## src/rtl/uart_pkg.sv

```systemverilog
// Shared types and constants for the Wishbone transmit-only UART console.
package uart_pkg;

    // Transmit FSM states
    typedef enum logic [1:0] {
        TX_IDLE  = 2'd0,
        TX_START = 2'd1,
        TX_DATA  = 2'd2,
        TX_STOP  = 2'd3
    } tx_state_e;

    // Register indices decoded from the word address bits [3:2]
    localparam logic [1:0] REG_TXDATA = 2'd0;
    localparam logic [1:0] REG_STATUS = 2'd1;

    // STATUS register field positions
    localparam int STAT_FULL_BIT  = 0;
    localparam int STAT_EMPTY_BIT = 1;
    localparam int STAT_BUSY_BIT  = 2;
    localparam int STAT_OVF_BIT   = 3;
    localparam int STAT_COUNT_LSB = 8;
    localparam int STAT_COUNT_W   = 8;

    // Assemble the low 16 bits of STATUS; the caller zero-extends to bus width
    function automatic logic [15:0] pack_status(
        input logic       full,
        input logic       empty,
        input logic       busy,
        input logic       ovf,
        input logic [7:0] count
    );
        logic [15:0] s;
        s = 16'h0000;
        s[STAT_FULL_BIT]  = full;
        s[STAT_EMPTY_BIT] = empty;
        s[STAT_BUSY_BIT]  = busy;
        s[STAT_OVF_BIT]   = ovf;
        s[STAT_COUNT_LSB +: STAT_COUNT_W] = count;
        return s;
    endfunction

endpackage

```

## src/rtl/sync_fifo.sv

```systemverilog
// Single-clock FIFO with natural-wrap pointers and an occupancy counter.
// Pushes while full and pops while empty are ignored.
module sync_fifo
    import uart_pkg::*;
#(
    parameter int WIDTH = 8,
    parameter int DEPTH = 8
) (
    input  logic                     i_clk,
    input  logic                     i_reset,
    input  logic                     i_push,
    input  logic [WIDTH-1:0]         i_push_data,
    input  logic                     i_pop,
    output logic [WIDTH-1:0]         o_pop_data,
    output logic                     o_full,
    output logic                     o_empty,
    output logic [$clog2(DEPTH):0]   o_count
);

    localparam int PTR_W = $clog2(DEPTH);
    localparam logic [PTR_W:0] COUNT_FULL = (PTR_W+1)'(DEPTH);

    logic [WIDTH-1:0] mem_r [DEPTH];
    logic [PTR_W-1:0] wr_ptr_r;
    logic [PTR_W-1:0] rd_ptr_r;
    logic [PTR_W:0]   count_r;
    logic             full_s;
    logic             empty_s;
    logic             wr_en_s;
    logic             rd_en_s;

    // Occupancy flags and qualified push/pop enables
    always_comb begin
        full_s  = (count_r == COUNT_FULL);
        empty_s = (count_r == '0);
        wr_en_s = i_push && !full_s;
        rd_en_s = i_pop && !empty_s;
    end

    // Pointer and occupancy bookkeeping
    always_ff @(posedge i_clk) begin
        if (!i_reset) begin
            wr_ptr_r <= '0;
            rd_ptr_r <= '0;
            count_r  <= '0;
        end else begin
            if (wr_en_s) begin
                wr_ptr_r <= wr_ptr_r + 1'b1;
            end
            if (rd_en_s) begin
                rd_ptr_r <= rd_ptr_r + 1'b1;
            end
            case ({wr_en_s, rd_en_s})
                2'b10:   count_r <= count_r + 1'b1;
                2'b01:   count_r <= count_r - 1'b1;
                default: count_r <= count_r;
            endcase
        end
    end

    // Storage array; contents are don't-care until written, so no reset
    always_ff @(posedge i_clk) begin
        if (wr_en_s) begin
            mem_r[wr_ptr_r] <= i_push_data;
        end
    end

    assign o_pop_data = mem_r[rd_ptr_r];
    assign o_full     = full_s;
    assign o_empty    = empty_s;
    assign o_count    = count_r;

endmodule

```

## src/rtl/wb_uart_tx.sv

```systemverilog
// Wishbone responder for a transmit-only 8N1 UART console: TXDATA pushes
// into a small FIFO, STATUS reports FIFO/line state, and a four-state FSM
// serialises queued bytes on o_tx with no gap between consecutive frames.
module wb_uart_tx
    import uart_pkg::*;
#(
    parameter int XLEN       = 32,
    parameter int CLK_DIV    = 16,
    parameter int FIFO_DEPTH = 8
) (
    input  logic            i_clk,
    input  logic            i_reset,
    input  logic            i_wb_stb,
    input  logic [XLEN-1:0] i_addr,
    input  logic [XLEN-1:0] i_data,
    input  logic            i_wb_we,
    input  logic [2:0]      i_wb_sel,
    output logic [XLEN-1:0] o_wb_data,
    output logic            o_wb_stall,
    output logic            o_wb_ack,
    output logic            o_tx
);

    localparam int CNT_W  = $clog2(FIFO_DEPTH) + 1;
    localparam int BAUD_W = $clog2(CLK_DIV);
    localparam logic [BAUD_W-1:0] BAUD_LAST = BAUD_W'(CLK_DIV - 1);

    // Bus side
    logic [1:0]      reg_idx_s;
    logic            wr_txdata_s;
    logic            rd_status_s;
    logic            overflow_set_s;
    logic [XLEN-1:0] status_s;
    logic [XLEN-1:0] rd_data_s;
    logic            overflow_r;
    logic            ack_r;
    logic [XLEN-1:0] rd_data_r;

    // FIFO side
    logic [7:0]       fifo_head_s;
    logic             fifo_full_s;
    logic             fifo_empty_s;
    logic [CNT_W-1:0] fifo_count_s;
    logic             pop_s;

    // Transmitter
    tx_state_e         state_r;
    tx_state_e         state_nxt_s;
    logic [BAUD_W-1:0] baud_r;
    logic [BAUD_W-1:0] baud_nxt_s;
    logic [2:0]        bit_idx_r;
    logic [2:0]        bit_idx_nxt_s;
    logic [7:0]        shift_r;
    logic [7:0]        shift_nxt_s;
    logic              tx_r;
    logic              tx_nxt_s;
    logic              baud_last_s;

    // Only the word index and low data byte are meaningful on this port
    logic unused_s;
    assign unused_s = ^{i_wb_sel, i_addr[XLEN-1:4], i_addr[1:0], i_data[XLEN-1:8]};

    sync_fifo #(
        .WIDTH (8),
        .DEPTH (FIFO_DEPTH)
    ) u_fifo (
        .i_clk       (i_clk),
        .i_reset     (i_reset),
        .i_push      (wr_txdata_s),
        .i_push_data (i_data[7:0]),
        .i_pop       (pop_s),
        .o_pop_data  (fifo_head_s),
        .o_full      (fifo_full_s),
        .o_empty     (fifo_empty_s),
        .o_count     (fifo_count_s)
    );

    // Register decode, STATUS assembly and read-data mux
    always_comb begin
        reg_idx_s      = i_addr[3:2];
        wr_txdata_s    = i_wb_stb && i_wb_we && (reg_idx_s == REG_TXDATA);
        rd_status_s    = i_wb_stb && !i_wb_we && (reg_idx_s == REG_STATUS);
        // Full is judged on the pre-pop count, so a push racing a pop while full is dropped
        overflow_set_s = wr_txdata_s && fifo_full_s;
        status_s       = XLEN'(pack_status(fifo_full_s, fifo_empty_s,
                                           (state_r != TX_IDLE), overflow_r,
                                           8'(fifo_count_s)));
        rd_data_s      = {XLEN{1'b0}};
        if (rd_status_s) begin
            rd_data_s = status_s;
        end else begin
            rd_data_s = {XLEN{1'b0}};
        end
    end

    // Single-cycle acknowledge, registered read data and sticky overflow flag
    always_ff @(posedge i_clk) begin
        if (!i_reset) begin
            ack_r      <= 1'b0;
            rd_data_r  <= {XLEN{1'b0}};
            overflow_r <= 1'b0;
        end else begin
            ack_r     <= i_wb_stb;
            rd_data_r <= rd_data_s;
            // A fresh overflow wins over a same-cycle STATUS read clear
            if (overflow_set_s) begin
                overflow_r <= 1'b1;
            end else if (rd_status_s) begin
                overflow_r <= 1'b0;
            end else begin
                overflow_r <= overflow_r;
            end
        end
    end

    // Transmit FSM next-state, FIFO pop and next line level
    always_comb begin
        state_nxt_s   = state_r;
        bit_idx_nxt_s = bit_idx_r;
        shift_nxt_s   = shift_r;
        pop_s         = 1'b0;
        baud_last_s   = (baud_r == BAUD_LAST);
        // Free-running wrap doubles as the clear on every state entry from START/DATA/STOP
        if (baud_last_s) begin
            baud_nxt_s = {BAUD_W{1'b0}};
        end else begin
            baud_nxt_s = baud_r + 1'b1;
        end

        case (state_r)
            TX_IDLE: begin
                baud_nxt_s = {BAUD_W{1'b0}};
                if (!fifo_empty_s) begin
                    pop_s       = 1'b1;
                    shift_nxt_s = fifo_head_s;
                    state_nxt_s = TX_START;
                end else begin
                    state_nxt_s = TX_IDLE;
                end
            end
            TX_START: begin
                if (baud_last_s) begin
                    state_nxt_s   = TX_DATA;
                    bit_idx_nxt_s = 3'd0;
                end else begin
                    state_nxt_s = TX_START;
                end
            end
            TX_DATA: begin
                if (baud_last_s) begin
                    if (bit_idx_r == 3'd7) begin
                        state_nxt_s = TX_STOP;
                    end else begin
                        bit_idx_nxt_s = bit_idx_r + 3'd1;
                    end
                end else begin
                    state_nxt_s = TX_DATA;
                end
            end
            TX_STOP: begin
                if (baud_last_s) begin
                    if (!fifo_empty_s) begin
                        pop_s       = 1'b1;
                        shift_nxt_s = fifo_head_s;
                        state_nxt_s = TX_START;
                    end else begin
                        state_nxt_s = TX_IDLE;
                    end
                end else begin
                    state_nxt_s = TX_STOP;
                end
            end
            default: begin
                state_nxt_s = TX_IDLE;
                baud_nxt_s  = {BAUD_W{1'b0}};
            end
        endcase

        // Line level follows the state being entered so o_tx lines up with state_r
        case (state_nxt_s)
            TX_START: tx_nxt_s = 1'b0;
            TX_DATA:  tx_nxt_s = shift_nxt_s[bit_idx_nxt_s];
            default:  tx_nxt_s = 1'b1;
        endcase
    end

    // Transmit FSM state, baud counter, bit index, shift register and line register
    always_ff @(posedge i_clk) begin
        if (!i_reset) begin
            state_r   <= TX_IDLE;
            baud_r    <= {BAUD_W{1'b0}};
            bit_idx_r <= 3'd0;
            shift_r   <= 8'h00;
            tx_r      <= 1'b1;
        end else begin
            state_r   <= state_nxt_s;
            baud_r    <= baud_nxt_s;
            bit_idx_r <= bit_idx_nxt_s;
            shift_r   <= shift_nxt_s;
            tx_r      <= tx_nxt_s;
        end
    end

    assign o_wb_ack   = ack_r;
    assign o_wb_data  = rd_data_r;
    assign o_wb_stall = 1'b0;
    assign o_tx       = tx_r;

endmodule

```

## config.mk

```make
export PLATFORM = sky130hd
export DESIGN_NAME = wb_uart_tx
export DESIGN_NICKNAME = d
export VERILOG_FILES = /design/src/rtl/uart_pkg.sv /design/src/rtl/sync_fifo.sv /design/src/rtl/wb_uart_tx.sv
export SDC_FILE = /design/constraint.sdc
export NUM_CORES = 1
export LEC_CHECK = 0
export ABC_AREA = 1
export ABC_CLOCK_PERIOD_IN_PS = 3230
export CAP_MARGIN = 20
export CELL_PAD_IN_SITES_DETAIL_PLACEMENT = 1
export CELL_PAD_IN_SITES_GLOBAL_PLACEMENT = 2
export CORE_UTILIZATION = 31
export CTS_CLUSTER_DIAMETER = 150
export CTS_CLUSTER_SIZE = 10
export DETAILED_ROUTE_END_ITERATION = 8
export PLACE_DENSITY = 0.85
export SLEW_MARGIN = 30
export SYNTH_ARGS = -nofsm -noshare
export SYNTH_HDL_FRONTEND = slang
export SYNTH_SLANG_ARGS = --single-unit
```

## constraint.sdc

```tcl
create_clock -name i_clk -period 3.23 [get_ports i_clk]
set_input_delay 0.646 -clock i_clk [delete_from_list [all_inputs] [get_ports i_clk]]
set_output_delay 0.646 -clock i_clk [all_outputs]
set_load 0.01 [all_outputs]
```

# --- After elaboration in Yosys (flattened, before gate mapping) ---
# Memory sizes are Yosys's and may differ from the RTL's. A register that Yosys moved wholly into a read port is not among the register bits.
# Cells that the tools add are included.
word_totals:
  reg_bits: 62
  latchBits: 0
  mem_bits_rw: 64
  romBits: 0
  inputBits: 71
  out_inout_bits: 35
  memories: 1
op_classes:
  add_sub_neg: 6
  mul: 0
  div_mod_pow: 0
  order_cmp: 1
  eq_ne: 11
  shift: 0
  mux: 26
  bitwise_logic: 1
  reduce_logical: 18
memory_table:
  columns: ["memory", "words", "word_bits", "rd", "rd_clocked_by_memory_dff", "write_ports", "line", "source"]
  rows:
  - ["u_fifo.mem_r", 8, 8, 1, 1, 1, "sync_fifo.sv:23", "logic [WIDTH-1:0] mem_r [DEPTH];"]
ops:
  columns: ["operator", "n"]
  rows:
  - ["2-to-1 mux 8 bit", 2]
  - ["case mux 8 bit (2 select lines)", 1]
  - ["2-to-1 mux 3 bit", 5]
  - ["adder 3 x 1 -> 3 bit (second input constant)", 3]
  - ["adder 4 x 1 -> 4 bit (second input constant)", 2]
  - ["equality test 2 x 1 -> 1 bit (second input constant)", 4]
  - ["equality test 2 bit (second input constant)", 4]
  - ["equality test 4 bit (second input constant)", 2]
  - ["2-to-1 mux 1 bit", 8]
  - ["2-to-1 mux 2 bit", 4]
  - ["case mux 2 bit (4 select lines)", 1]
  - ["case mux 4 bit (2 select lines)", 1]
  - ["logical AND 1 bit", 7]
  - ["case mux 3 bit (2 select lines)", 1]
  - ["nonzero test 2 bit", 3]
  - ["logical NOT 2 bit", 2]
  - ["logical NOT 4 bit", 1]
  - ["less-than comparator 3 x 4 -> 1 bit (second input constant)", 1]
  - ["case mux 1 bit (2 select lines)", 2]
  - ["subtractor 4 x 1 -> 4 bit (second input constant)", 1]
  - ["binary-select mux 1 bit (select 3 bit)", 1]
  - ["equality test 3 bit (second input constant)", 1]
  - ["logical NOT 1 bit", 3]
  - ["OR reduction 3 bit", 1]
  - ["other kinds (2)", 2]

# --- Longest topological paths before layout ---
depth:
  word_depth: 7
  depth_mapped: 15
  mapped_depth_nobuf: 15

# --- Modules after synthesis ---
# From an unflattened synthesis, not the netlist that was laid out.
hier_totals:
  hier_cells: 515
  area_unflattened_um2: 4854.7
by_module_without_submodules:
  columns: ["mod", "n_inst", "cells_each", "area_per_inst_um2", "seq_area_each_um2"]
  rows:
  - ["sync_fifo", 1, 275, 3199.3, 2182.1]
  - ["wb_uart_tx", 1, 240, 1655.3, 560.5]

# --- Least setup slack after synthesis ---
# OpenSTA, ideal clock, no wires.
synth_timing:
  path_type: "input to register"
  startpoint: "in i_addr[2]"
  endpoint: "mem u_fifo.mem_r[6][0] (enable)"
  arrival_ns: 1.980
  required_time_ns: 2.847
  setup_slack_ns: 0.866
  stages: 5
  n_path_buf: 0
  path_cell_list: "nor4_1 nand2_1 inv_1 nand2_1 nor3_1"
synth_between:
  elab_chain_len: 5
synth_rtl:
  columns: ["item", "line", "source"]
  rows:
  - ["start: declaration", "wb_uart_tx.sv:14", "input logic [XLEN-1:0] i_addr,"]
  - ["logical NOT 2 bit", "wb_uart_tx.sv:81", "wr_txdata_s = i_wb_stb && i_wb_we && (reg_idx_s == REG_TXDATA);"]
  - ["logical AND 1 bit", "wb_uart_tx.sv:81", null]
  - ["logical AND 1 bit", "sync_fifo.sv:36", "wr_en_s = i_push && !full_s;"]
  - ["2-to-1 mux 1 bit", "sync_fifo.sv:63", "if (wr_en_s) begin"]
  - ["2-to-1 mux 1 bit (not written as such)", "sync_fifo.sv:64", "mem_r[wr_ptr_r] <= i_push_data;"]
  - ["end: declaration", "sync_fifo.sv:23", null]
# Every way passes these cells.

# --- Final worst setup path ---
layout_timing:
  startpoint: "reg state_r[0]"
  endpoint: "reg u_fifo.count_r[2] (netlist: u_fifo.o_count[2])"
layout_between:
  elab_chain_len: 5
  elab_cells_between_ends: 8
layout_rtl:
  columns: ["item", "line", "source"]
  rows:
  - ["start: declaration", "wb_uart_tx.sv:47", "tx_state_e state_r;"]
  - ["start signal: assignment", "wb_uart_tx.sv:196", "state_r <= state_nxt_s;"]
  - ["equality test 2 bit / logical NOT 2 bit (equally long branches)", "wb_uart_tx.sv:130", "case (state_r)"]
  - ["case mux 1 bit (2 select lines) *", "wb_uart_tx.sv:130", null]
  - ["logical AND 1 bit *", "sync_fifo.sv:37", "rd_en_s = i_pop && !empty_s;"]
  - ["equality test 2 x 1 -> 1 bit / equality test 2 bit (equally long branches)", "sync_fifo.sv:53", "case ({wr_en_s, rd_en_s})"]
  - ["case mux 4 bit (2 select lines) / nonzero test 2 bit (equally long branches)", null, null]
  - ["end signal: assignment", "sync_fifo.sv:54", "2'b10: count_r <= count_r + 1'b1;"]
  - ["end signal: assignment", "sync_fifo.sv:55", "2'b01: count_r <= count_r - 1'b1;"]
  - ["end signal: assignment", "sync_fifo.sv:56", "default: count_r <= count_r;"]
  - ["end: declaration", "sync_fifo.sv:26", "logic [PTR_W:0] count_r;"]
# Every way passes the cells marked *; elsewhere a longest branch is shown, timed or not.
# A chain may end at the register's enable or synchronous reset.

==> flow_summary.yaml <==
outcome:
  status: "completed"
global_routing:
  antenna_found_initial: 0
  grt_max_degree: 34
  grt_pass1_vias: 3499
  grt-ovfl-total: 0
  grt.total_usage: 0.136
  grt_first_pass_wirelength_mm: 16.6
job:
  maxCapViolCount: 0
sta:
  finalHoldViolCount: 0
  tns_ns: 0
  skew_ns: 0.00670
  tightest_slew_ns: 0.563
  clock.fmax_mhz: 389
  finalSetupViolations: 0
  rsz0062_at_grt: "no"
  min_period_over_period: 0.797
  slew_viol_final: 0
  period_minus_slack_ns: 2.57
  maxSlewHeadroom: 0.624
cells_and_area:
  final_core_utilization: 0.367
  layout.cells.most_common_list: "127 x nand2_1, 70 x nand3_1, 64 x edfxtp_1, 50 x inv_1, 41 x dfxtp_1"
  drive_gt1_frac: 0.101
  diodes: 0
  regArea_um2: 2740
  multi_input_area_um2: 1630
  area_growth_pct: 14.0
  nets: 619
  mostFrequentLayoutCell: "nand2_1"
  fillers: 1733
cts:
  cts_buffers: 9
  max-clock-path-buffers: 2
  holdBufCountCts: 0
  cts_root_buf: "clkbuf_16"
  clkSinkCount: 105
  path_clk_slew_ns: 0.07
  cts.htree.levels: 3
  cts_tree: "yes"
  clock_latency_ns: 0.35
  cts_resized: 0
  cts_setup_buffers: 0
route:
  antenna_left: 0
  drc: 0
  num_vias: 3359
  vias_per_cell: 4.63
  drt_iter0_drc: 112
  wl_per_cell_um: 14.2
  postRouteWirelength_mm: 10.3
  dr.pass1.iters: 4
floorplanning:
  boundaryPins: 106
  initial_core_util: 0.322
  die_w_um: 126
  coreArea_um2: 14800
  dieArea_um2: 15800
  row_count: 44
  die_y_um: 126
min_path:
  worstHoldPathType: "register to register"
  min_from: "overflow_r"
  hold-path-endpoint: "o_wb_data[3]"
  worstHoldPathCells: 2
critical_path:
  worst-path-buf-inv: 3
  r2r_cells: 12
  start_kind: "register"
  path_cells: "inv_1, ha_1, inv_1, nand2_2, nor2_8, ha_1, xor2_1, ha_1, a21oi_1, xor2_1, o21ai_0, inv_1"
  slowest_delay_ns: 0.37
  r2r-start: "state_r[0]"
  required_ns: 3.48
  cp_top_family: "adder cells"
  slowest_stage: "dfxtp_1"
  cp.arrival_ns: 2.82
  setup.worst_path.class: "register to register"
  cp-end-kind: "register"
  ff2ff_setup_slack_ns: 0.66
  reg2reg_to: "u_fifo.o_count[2]"
  crit_fanout: 16
  worstSetupStartpoint: "state_r[0]"
yosys:
  synth_compound_area_frac: 0.0421
  yosysTopAreaCellShare: 0.405
  synth_xor_area_frac: 0.00553
  synth_area_per_cell_um2: 9.41
  yosys.area.top_type: "edfxtp_1"
  synthSimpleGateAreaFrac: 0.247
  async_reset_ff_frac: 0
  synth_edf_count: 64
  synth_fa_ha_area_frac: 0.0290
  netlist_instances: 505
  synth.mux.area_fraction: 0
  synth_seq_cells: 105
  synthTopCellsByArea: "edfxtp_1 40%, dfxtp_1 17%, nand2_1 10%"
  synth.distinct_cells: 33
  synth_top_family_by_area: "simple AND/OR/NAND/NOR gates"
  ys_seq_area_frac: 0.577
  netlist_area_um2: 4750
  synth_flop_cell: "edfxtp_1"
  ys_warn_count: 0
power:
  power.leakage_nw: 2.18
  irDropWorstVdd_mv: 0.317
  powerDensity_nw_per_um2: 724
place:
  portBuffers: 23
  place.gp.congestion: 0.754
  place_hpwl_mm: 7.21
how the worst max path moves through the flow:
stage,cells past startpoint,to
after global routing,12,u_fifo.o_count[2]
after CTS,12,u_fifo.o_count[2]
final,12,u_fifo.o_count[2]
after floorplan,5,u_fifo.mem_r[6][0]
after detailed placement,11,u_fifo.o_count[2]
after global placement,11,u_fifo.o_count[2]
routing by layer:
| metal | global-route usage | up-vias | share of wire |
|---|---|---|---|
| met3 | 0.0106 | 20 | 0.014 |
| li1 | - | 1674 | - |
| met2 | 0.252 | 47 | 0.51 |
| met5 | 0 | - | 0 |
| met1 | 0.153 | 1618 | 0.45 |
| met4 | 0.0787 | 0 | 0.029 |
metrics by stage:
stage                     cell area (µm²)  setup WS [ns]  hold slack [ns]  instances  power [mW]
after global routing                 5420          0.411            0.470        726        4.18
after global placement               5130          0.306            0.423        710        2.85
final                                5420          0.657            0.448        726        3.92
after detailed placement             5130          0.284            0.435        710        2.91
after floorplan                      4840          0.866            0.408        529        2.64
after CTS                            5420          0.618            0.446        726        3.97
cells in the mapped netlist (2+ instances only):
master,instances
nand2_1,127
nand3_1,70
edfxtp_1,64
inv_1,50
dfxtp_1,41
nor2_1,32
buf_4,25
a21oi_1,23
ha_1,11
buf_2,10
o21ai_0,9
nand2_2,8
nand3_2,5
inv_2,4
clkbuf_1,3
nor3_1,3
nand2_4,2
nor2_2,2
xor2_1,2
cell type report:
type                       instances  share of cell area
clock buffer                       9              0.0416
clock inverter                     7              0.0106
inverter                          54              0.0374
multi-input combinational        331               0.301
sequential                       105               0.506
tap                              184              0.0425
timing repair buffer              36              0.0605
cell families after synthesis:
group | Yosys count
AOI/OAI and AO/OA | 36
adders and majority gates | 11
buffers and inverters | 93
other | 1
DFF | 105
and+or+nand+nor | 256
xor gates and xnor gates | 3
report_power, final:
group          switching (mW)  internal (mW)  total [mW]  leakage [nW]
combinational           0.875          0.415        1.29          1.13
clock                   0.506          0.537        1.04         0.137
sequential             0.0566           1.53        1.59         0.910
flip-flops by register name, summed over array words and instances, names as in the netlist, named ones only:
signal	count
shift_r	8
o_wb_data	8
o_wb_ack	1
o_tx	1
u_fifo.rd_ptr_r	3
baud_r	4
u_fifo.o_count	4
u_fifo.mem_r	64
u_fifo.wr_ptr_r	3
overflow_r	1
state_r	2
bit_idx_r	3
worst register-to-register path: stages (launching register included):
cell and delay (ns):
dfxtp_1 0.37, inv_1 0.09, ha_1 0.34, inv_1 0.13
nand2_2 0.10, nor2_8 0.26, ha_1 0.30, xor2_1 0.26
ha_1 0.20, a21oi_1 0.05, xor2_1 0.16, o21ai_0 0.15
inv_1 0.05
Note: power is estimated with default switching activity, not from simulation.
==> patch (config.mk and constraints unchanged) <==
Compare `count_r` against `COUNT_FULL` with >= in place of ==.
--- a/src/rtl/sync_fifo.sv
+++ b/src/rtl/sync_fifo.sv
@@ -31,7 +31,7 @@
 
     // Occupancy flags and qualified push/pop enables
     always_comb begin
-        full_s  = (count_r == COUNT_FULL);
+        full_s  = (count_r >= COUNT_FULL);
         empty_s = (count_r == '0);
         wr_en_s = i_push && !full_s;
         rd_en_s = i_pop && !empty_s;
Behaviour: same outputs for any inputs over 10 cycles, from zero or initial values and one cycle with i_reset low; that may be too few to reach the edited logic, so the function may still have changed.
==> patch against the original RTL <==
- area after synthesis decreased by 2.0%
- worst setup slack improved by 0.070 ns
- wire length decreased by 1.2%
- count of clock-buffer cells in the layout increased by 1
- power decreased by 4.6%
- final area decreased by 1.6%
- core utilization decreased by 0.18 points
- largest cell class unchanged
- die area decreased by 1.9%
- highest routed layer unchanged
- critical endpoint unchanged
- register-to-register slack improved by 0.26 ns
- sequential cell count unchanged
- global-route usage increased by 0.22 points
- worst hold slack got worse by 0.0070 ns
==> patch: results (changes against the original RTL) <==
* Maximum clock frequency at 399 MHz (+2.8%)
* Area after DPL at 5040 sq um (-1.9%)
* Sequential fraction of the synthesis area at 58.9% (+1.2 points)
* Slew @ Worst Pin at 0.559 ns (-0.00400 ns)
* Combinational Power at 0.00104 W (-19%)
* Peak supply drop at 0.273 mV (-14%)
* Leading post-synthesis cells by cell area: sky130_fd_sc_hd__edfxtp_1 41%, sky130_fd_sc_hd__dfxtp_1 18%, sky130_fd_sc_hd__nand2_1 11%
* Per-instance average area after synthesis at 9.60 sq um (+2.1%)
* Post-synthesis share of cell area spent on xor and xnor gates at 0.564% (+0.011 points)
* Number of distinct standard cells referenced by the synthesized netlist at 34 (+3.0%)
* Reg2Reg Setup Slack at 0.92 ns (+0.26 ns)
* Switching Fraction at 33.6% (-3.1 points)
* Routability cong. at 0.756 (+0.31%)
* Dpl cells at 690 (-2.8%)
* Largest net degree at the start of global routing at 33 (-2.9%)
* Final worst clock skew at 0.00740 ns (+0.000701 ns)
* Vias in the first global route at 3357 (-4.1%)
* Leading cell types by count after synthesis: 137 x sky130_fd_sc_hd__nand2_1, 64 x sky130_fd_sc_hd__edfxtp_1, 60 x sky130_fd_sc_hd__nand3_1
* Share of final-layout standard cells stronger than drive strength 1 at 10.5% (+0.39 points)
* Detail Placement HPWL at 6890 microns (-4.4%)
* Result of the run: finished clean
* WL final at 10200 microns (-1.2%)
* Average wire per cell in the routed design at 14.5 microns (+1.6%)
* Share of power burned in combinational logic at 27.9% (-5.0 points)
* Worst Setup SP: i_wb_stb
* Initial drt markers at 90 (-20%)
* Via-per-instance ratio at 4.73 (+2.2%)
## patch: final cells by class
type / instances / area, sq um / area share (%)
tap: 184 / 230 / 4.32
timing repair buffer: 36 / 328 / 6.15
sequential: 105 / 2740 / 51.5
clock buffer: 10 / 229 / 4.30
clock inverter: 6 / 63.8 / 1.20
inverter: 34 / 128 / 2.39
multi-input combinational: 331 / 1610 / 30.2
## patch: critical path, stage by stage
cell and delay [ns]:
sky130_fd_sc_hd__clkdlybuf4s50_1 0.50, sky130_fd_sc_hd__nand2_1 0.06, sky130_fd_sc_hd__nor3_1 0.24, sky130_fd_sc_hd__nand2_1 0.16, sky130_fd_sc_hd__ha_1 0.28, sky130_fd_sc_hd__xor2_1 0.24
sky130_fd_sc_hd__ha_1 0.19, sky130_fd_sc_hd__a21oi_1 0.05, sky130_fd_sc_hd__xor2_1 0.16, sky130_fd_sc_hd__o21ai_0 0.16, sky130_fd_sc_hd__inv_1 0.06
